$ cat src/rtl/irq_timer.sv
// irq_timer: memory-mapped countdown timer with one-shot / auto-reload
// modes and a maskable, level-held interrupt.
//
// state | meaning
// IDLE  | waiting for CTRL.EN
// LOAD  | COUNT <= PRESET
// CNT   | count down; COUNT==0 raises pending
// INT   | one-shot: clear EN, hold pending; auto-reload: drop pending, reload
module irq_timer #(
  parameter logic [31:0] PRESET_RST = 32'h0000_0000
) (
  input  logic        clk,
  input  logic        reset,
  input  logic [1:0]  addr,
  input  logic        we,
  input  logic [31:0] wdata,
  output logic [31:0] rdata,
  output logic        irq
);

  typedef enum logic [1:0] {
    S_IDLE = 2'd0,
    S_LOAD = 2'd1,
    S_CNT  = 2'd2,
    S_INT  = 2'd3
  } state_t;

  localparam logic [1:0] ADDR_CTRL   = 2'd0;
  localparam logic [1:0] ADDR_PRESET = 2'd1;
  localparam logic [1:0] ADDR_COUNT  = 2'd2;

  state_t      state_q, state_d;
  logic [3:0]  ctrl_q, ctrl_d;      // [0] EN, [2:1] MODE, [3] IM
  logic [31:0] preset_q, preset_d;
  logic [31:0] count_q, count_d;
  logic        pending_q, pending_d;
  logic        irq_q, irq_d;

  logic wr_ctrl, wr_preset, auto_reload;

  assign wr_ctrl     = we && (addr == ADDR_CTRL);
  assign wr_preset   = we && (addr == ADDR_PRESET);
  assign auto_reload = (ctrl_q[2:1] == 2'b01);

  // Next-state logic: a register write overrides any FSM action that cycle.
  always_comb begin
    state_d   = state_q;
    ctrl_d    = ctrl_q;
    preset_d  = preset_q;
    count_d   = count_q;
    pending_d = pending_q;
    if (wr_ctrl || wr_preset) begin
      if (wr_ctrl)   ctrl_d   = wdata[3:0];
      if (wr_preset) preset_d = wdata;
      state_d   = S_IDLE;
      pending_d = 1'b0;
    end else begin
      case (state_q)
        S_IDLE: begin
          if (ctrl_q[0]) state_d = S_LOAD;
        end
        S_LOAD: begin
          count_d = preset_q;
          state_d = S_CNT;
        end
        S_CNT: begin
          if (count_q != 32'd0) begin
            count_d = count_q - 32'd1;
          end else begin
            pending_d = 1'b1;
            state_d   = S_INT;
          end
        end
        S_INT: begin
          if (auto_reload) begin
            pending_d = 1'b0;
            state_d   = S_LOAD;
          end else begin
            ctrl_d[0] = 1'b0;
            state_d   = S_IDLE;
          end
        end
        default: state_d = S_IDLE;
      endcase
    end
    // irq is registered from next-state values so it rises with pending.
    irq_d = ctrl_d[3] & pending_d;
  end

  // State and register update with asynchronous active-low reset.
  always_ff @(posedge clk or negedge reset) begin
    if (!reset) begin
      state_q   <= S_IDLE;
      ctrl_q    <= 4'd0;
      preset_q  <= PRESET_RST;
      count_q   <= 32'd0;
      pending_q <= 1'b0;
      irq_q     <= 1'b0;
    end else begin
      state_q   <= state_d;
      ctrl_q    <= ctrl_d;
      preset_q  <= preset_d;
      count_q   <= count_d;
      pending_q <= pending_d;
      irq_q     <= irq_d;
    end
  end

  // Zero-latency read mux; unmapped offset reads 0.
  always_comb begin
    rdata = 32'd0;
    case (addr)
      ADDR_CTRL:   rdata = {28'd0, ctrl_q};
      ADDR_PRESET: rdata = preset_q;
      ADDR_COUNT:  rdata = count_q;
      default:     rdata = 32'd0;
    endcase
  end

  assign irq = irq_q;

endmodule

$ cat config.mk
export PLATFORM = sky130hd
export DESIGN_NAME = irq_timer
export DESIGN_NICKNAME = d
export VERILOG_FILES = /design/src/rtl/irq_timer.sv
export SDC_FILE = /design/constraint.sdc
export NUM_CORES = 1
export LEC_CHECK = 0
export ABC_AREA = 1
export CAP_MARGIN = 20
export CORE_ASPECT_RATIO = 1.2
export CORE_MARGIN = 2
export CORE_UTILIZATION = 44
export CTS_BUF_LIST = sky130_fd_sc_hd__clkbuf_8
export CTS_CLUSTER_DIAMETER = 50
export DETAILED_ROUTE_END_ITERATION = 7
export PLACE_DENSITY = 0.69
export SKIP_CTS_REPAIR_TIMING = 1
export SYNTH_ARGS = -nofsm -noshare
export SYNTH_HDL_FRONTEND = slang
export SYNTH_SLANG_ARGS = --single-unit
$ cat constraint.sdc
create_clock -name clk -period 3 [get_ports clk]
set_input_delay 0.3 -clock clk [delete_from_list [all_inputs] [get_ports clk]]
set_output_delay 0.3 -clock clk [all_outputs]
set_load 0.02 [all_outputs]
; ---- Word-level counts from Yosys, hierarchy flattened
; Index checks and enable logic that the tools add are counted.
; W data, S select, Z words.
[op_classes]
eq_ne = 11
shifts = 0
add_sub_neg = 1
div_mod_pow = 0
n_mul = 0
n_lt_le_gt_ge = 0
n_bitwise = 2
mux = 17
reduce_logical = 13
[op_table]
columns = operator, n
row1 = $pmux W32 S3, 1
row2 = $pmux W32 S2, 1
row3 = $mux W32, 1
row4 = $reduce_bool A32 Y1, 1
row5 = $sub A32 B1 Y32 const B, 1
row6 = $pmux W2 S4, 1
row7 = $mux W1, 7
row8 = $eq A2 B1 Y1 const B, 3
row9 = $eq A2 B2 Y1 const B, 3
row10 = $mux W2, 3
row11 = $ne A3 B3 Y1 const B, 2
row12 = $reduce_and A2 Y1, 3
row13 = $reduce_and A3 Y1, 2
row14 = $logic_not A2 Y1, 2
row15 = $mux W4, 1
row16 = $ne A2 B2 Y1 const B, 2
row17 = $reduce_bool A2 Y1, 2
row18 = $mux W3, 1
row19 = $logic_and A1 B1 Y1, 2
row20 = $ne A2 B1 Y1 const B, 1
row21 = $pmux W1 S2, 1
row22 = $and A1 B1 Y1, 1
row23 = $logic_or A1 B1 Y1, 1
row24 = $not A1 Y1, 1
[totals]
mem_count = 0
romBits = 0
latchBits = 0
ramBits = 0
elab_cells = 52
out_inout_bits = 33
ff_bits = 72

; ---- Longest topological paths before layout
[depth]
depth_word = 5
depth_mapped = 12
depth_no_buf = 11

; ---- Least setup slack after synthesis
; No wires, ideal clock.
[synth_timing]
path_kind = register to register
startpoint = reg count_q[0]
endpoint = reg count_q[24]
path_buffers = 1
path_stages_with_launch = 13
path_slack_ns = 1.294
arrival_time_ns = 1.589
cell_sequence = dfrtp_1 > inv_1 > ha_1 > nand2_1 > nor2_4 > nand2_2 > nor2_4 > nand2_2 > nand2_4 > buf_6 > nor2_1 > nand2_1 > nand2_1
[synth_via]
elab_chain_len = 3
[synth_lines]
columns = item, line
row1 = "start, declared", 35  ; logic [31:0] count_q, count_d;
row2 = "start signal, assigned", 103  ; count_q <= count_d;
row3 = $sub A32 B1 Y32 / $reduce_bool A32 Y1 (equally long branches), "68, 67"
row4 = $mux W32 / $ne A2 B2 Y1 (equally long branches), n/a
row5 = $pmux W32 S2 / $reduce_and A3 Y1 (equally long branches), n/a
; Parallel ways exist; a longest one is shown, timed or not. The select of a mux whose other input is x is not followed.
; A chain may end at the register's enable or synchronous reset.

; ---- Final worst setup path
[layout_timing]
startpoint = in addr[0]
endpoint = out rdata[25]
[layout_via]
elab_chain_len = 2
[layout_lines]
columns = item, line
row1 = "start, declared", 14  ; input logic [1:0] addr,
row2 = $eq A2 B2 Y1 (tied with other cells), 112  ; case (addr)
row3 = $pmux W32 S3 *, 112
row4 = "end, declared", 17  ; output logic [31:0] rdata,
; Mark *: on every way between the ends. The rest lies on a longest branch, timed or not.

==> flow_metrics.py <==
metrics = {
    "global_routing": {
        "grt.overflow.total": 0,
        "grt_max_degree": 40,
        "grt_pass1_vias": 4398,
        "track_usage": 0.235,
        "grt_pass1_wl_um": 21000,
        "antenna_found_initial": 0,
    },
    "sta": {
        "skew_ns": 0.0101,
        "tightestPinTransition_ns": 0.795,
        "period_share": 0.867,
        "finalHoldViolations": 0,
        "relSlewSlack": 0.470,
        "fmax_ghz": 0.384,
        "setup_tns_ns": 0,
        "setup_viol": 0,
        "hold_ws_ns": 0.0142,
        "final-max-slew-violation-count": 0,
        "rsz0062_at_grt": "false",
        "fin_crit_ns": 2.60,
    },
    "logic_synthesis": {
        "yosys_warnings": 0,
        "synth-edff-count": 0,
        "synth.distinct_cells": 26,
        "synthTopCellsByArea": "dfrtp_1 (40%), nand2_1 (25%), nor2_1 (7.1%)",
        "syn_area_mm2": 0.00456,
        "ys_seq_elements": 72,
        "postSynthCellCount": 704,
        "yosys_most_used_dff": "dfrtp_1",
        "synth.largest_area_cell": "dfrtp_1",
        "syn_nets": 746,
        "yosysTopAreaCellShare": 0.395,
        "synth-async-reset-ratio": 1.00,
        "synth-seq-area-share": 0.395,
        "syn_avg_cell_area_um2": 6.47,
    },
    "placement": {
        "hpwl_um": 9320,
        "postPlaceCellArea_mm2": 0.00536,
        "gp_congestion": 0.914,
        "port_buffers": 69,
    },
    "clock_network": {
        "cts_sinks": 72,
        "cts_made_buffers": 9,
        "cts_max_level": 3,
        "cts_tree": "yes",
        "cts_root_buffer": "clkbuf_8",
        "clkTransAtPathRegs_ns": 0.08,
        "cts_max_path_buffers": 2,
        "clk_latency_ns": 0.36,
    },
    "worst_setup_path": {
        "arrival_ns": 2.30,
        "startpoint_type": "primary input",
        "cp.required_ns": 2.70,
        "reg2reg_to": "count_q[25]",
        "worstReg2RegStart": "count_q[0]",
        "timing_worst_setup_path_type": "in -> out",
        "crit_start": "addr[0]",
        "critPathCaptureType": "output pin",
        "ff2ff_path_depth": 11,
        "rrSetupSlack_ns": 0.90,
        "cp_max_fo": 15,
    },
    "finish": {
        "multi_input_area_mm2": 0.00239,
        "layout_common_cells": "nand2_1 (302), nor2_1 (86), dfrtp_1 (72)",
        "nets": 812,
        "diodes": 0,
        "fin_area_mm2": 0.00562,
        "syn_to_final_growth_pct": 23.3,
        "layout-drive-gt1-share": 0.0581,
        "ff_latch_area_mm2": 0.00180,
        "mostFrequentLayoutCell": "nand2_1",
        "n_fill_cell": 996,
    },
    "floorplanning": {
        "core_region_area_mm2": 0.0101,
        "die_h_um": 115,
        "ios": 70,
        "num_rows": 40,
        "die_w_um": 96.9,
        "start_util": 0.453,
        "die_area_mm2": 0.0112,
    },
    "pwr": {
        "power.density_mw_per_mm2": 873,
        "p_leak_nw": 2.75,
        "ir_drop_mv": 0.466,
    },
    "route": {
        "wl_per_cell_um": 13.9,
        "drc": 0,
        "antenna_left": 0,
        "drtPass1Iterations": 5,
        "wl_um": 12500,
        "drtIter0Drc": 266,
        "viasPerCell": 5.12,
        "vias": 4617,
    },
    "job": {
        "maxCapViolations": 0,
    },
    "run_status": {
        "outcome": "completed",
    },
    "min_path": {
        "hold_class": "in -> async",
    },
}
[metal layers]
layer  up-vias  routed length [um]  share of wire  GRT usage
li1       2317                   -              -          -
met1      2130                5320           0.42      0.286
met2       130                6110           0.49      0.403
met3        40                 500          0.040     0.0398
met4         0                 585          0.047      0.128
met5         -                   0              0          0
[flip-flops by register name (all words and copies together), names as in the netlist]
name,count
count_q,32
preset_q,32
irq,1
ctrl_q,4
pending_q,1
state_q,2
[cell families (layout without fill, tap and decap cells)]
family | after synthesis | in the layout | synth area share
AO/OA/AOI/OAI | 79 | 79 | 0.0937
buffers and inverters | 89 | 160 | 0.0807
flip-flops | 72 | 72 | 0.395
AND/OR/NAND/NOR | 455 | 455 | 0.409
XOR/XNOR | 4 | 4 | 0.00769
adder cells (fa/ha/maj) | 5 | 5 | 0.0137
[cells in the mapped netlist (6+ instances only)]
cell / n
nor2_4: 6
o21ai_0: 53
o21ai_1: 12
nand3_1: 43
nand2_1: 302
dfrtp_1: 72
nor2_1: 86
clkbuf_1: 15
inv_1: 64
[worst max path at each step]
stage                        endpoint  slack, ns  cells after the start
final                       rdata[25]       0.40                      7
after global routing        rdata[25]       0.25                      7
after CTS                   rdata[25]       0.38                      7
after detailed placement    rdata[25]       0.38                      7
after global placement       rdata[2]       0.42                      6
after floorplan           count_q[24]       1.29                     12
[layout make-up]
cell class / count / area share
inverters: 65 / 0.0434
flip-flops and latches: 72 / 0.321
multi-input cells: 543 / 0.425
well taps: 126 / 0.0281
clock inverters: 5 / 0.0183
clock buffers: 11 / 0.0270
repair buffers: 79 / 0.138
[where the power goes]
group / switching, mW / internal, mW / total [mW] / leakage, nW
clock: 0.385 / 0.596 / 0.981 / 0.126
combinational: 1.54 / 0.809 / 2.35 / 1.71
sequential: 0.318 / 1.26 / 1.57 / 0.909
[worst max-delay path, stage by stage]
cell and delay [ns]:
clkdlybuf4s50_1 0.49, inv_1 0.08, nor2_4 0.33, buf_4 0.30
nand2_1 0.08, o21ai_0 0.09, clkdlybuf4s50_1 0.63
[metrics by stage]
stage          utilization  worst slack, ns  power [mW]  cells
2_1_floorplan            -             1.29        3.29    704
3_3_place_gp         0.533            0.424        3.86    885
3_5_place_dp         0.533            0.381        3.93    885
4_1_cts              0.558            0.379        4.93    901
5_1_grt              0.558            0.252        5.35    901
6_report             0.558            0.398        4.90    901
Note: power is estimated with default switching activity, not from simulation.
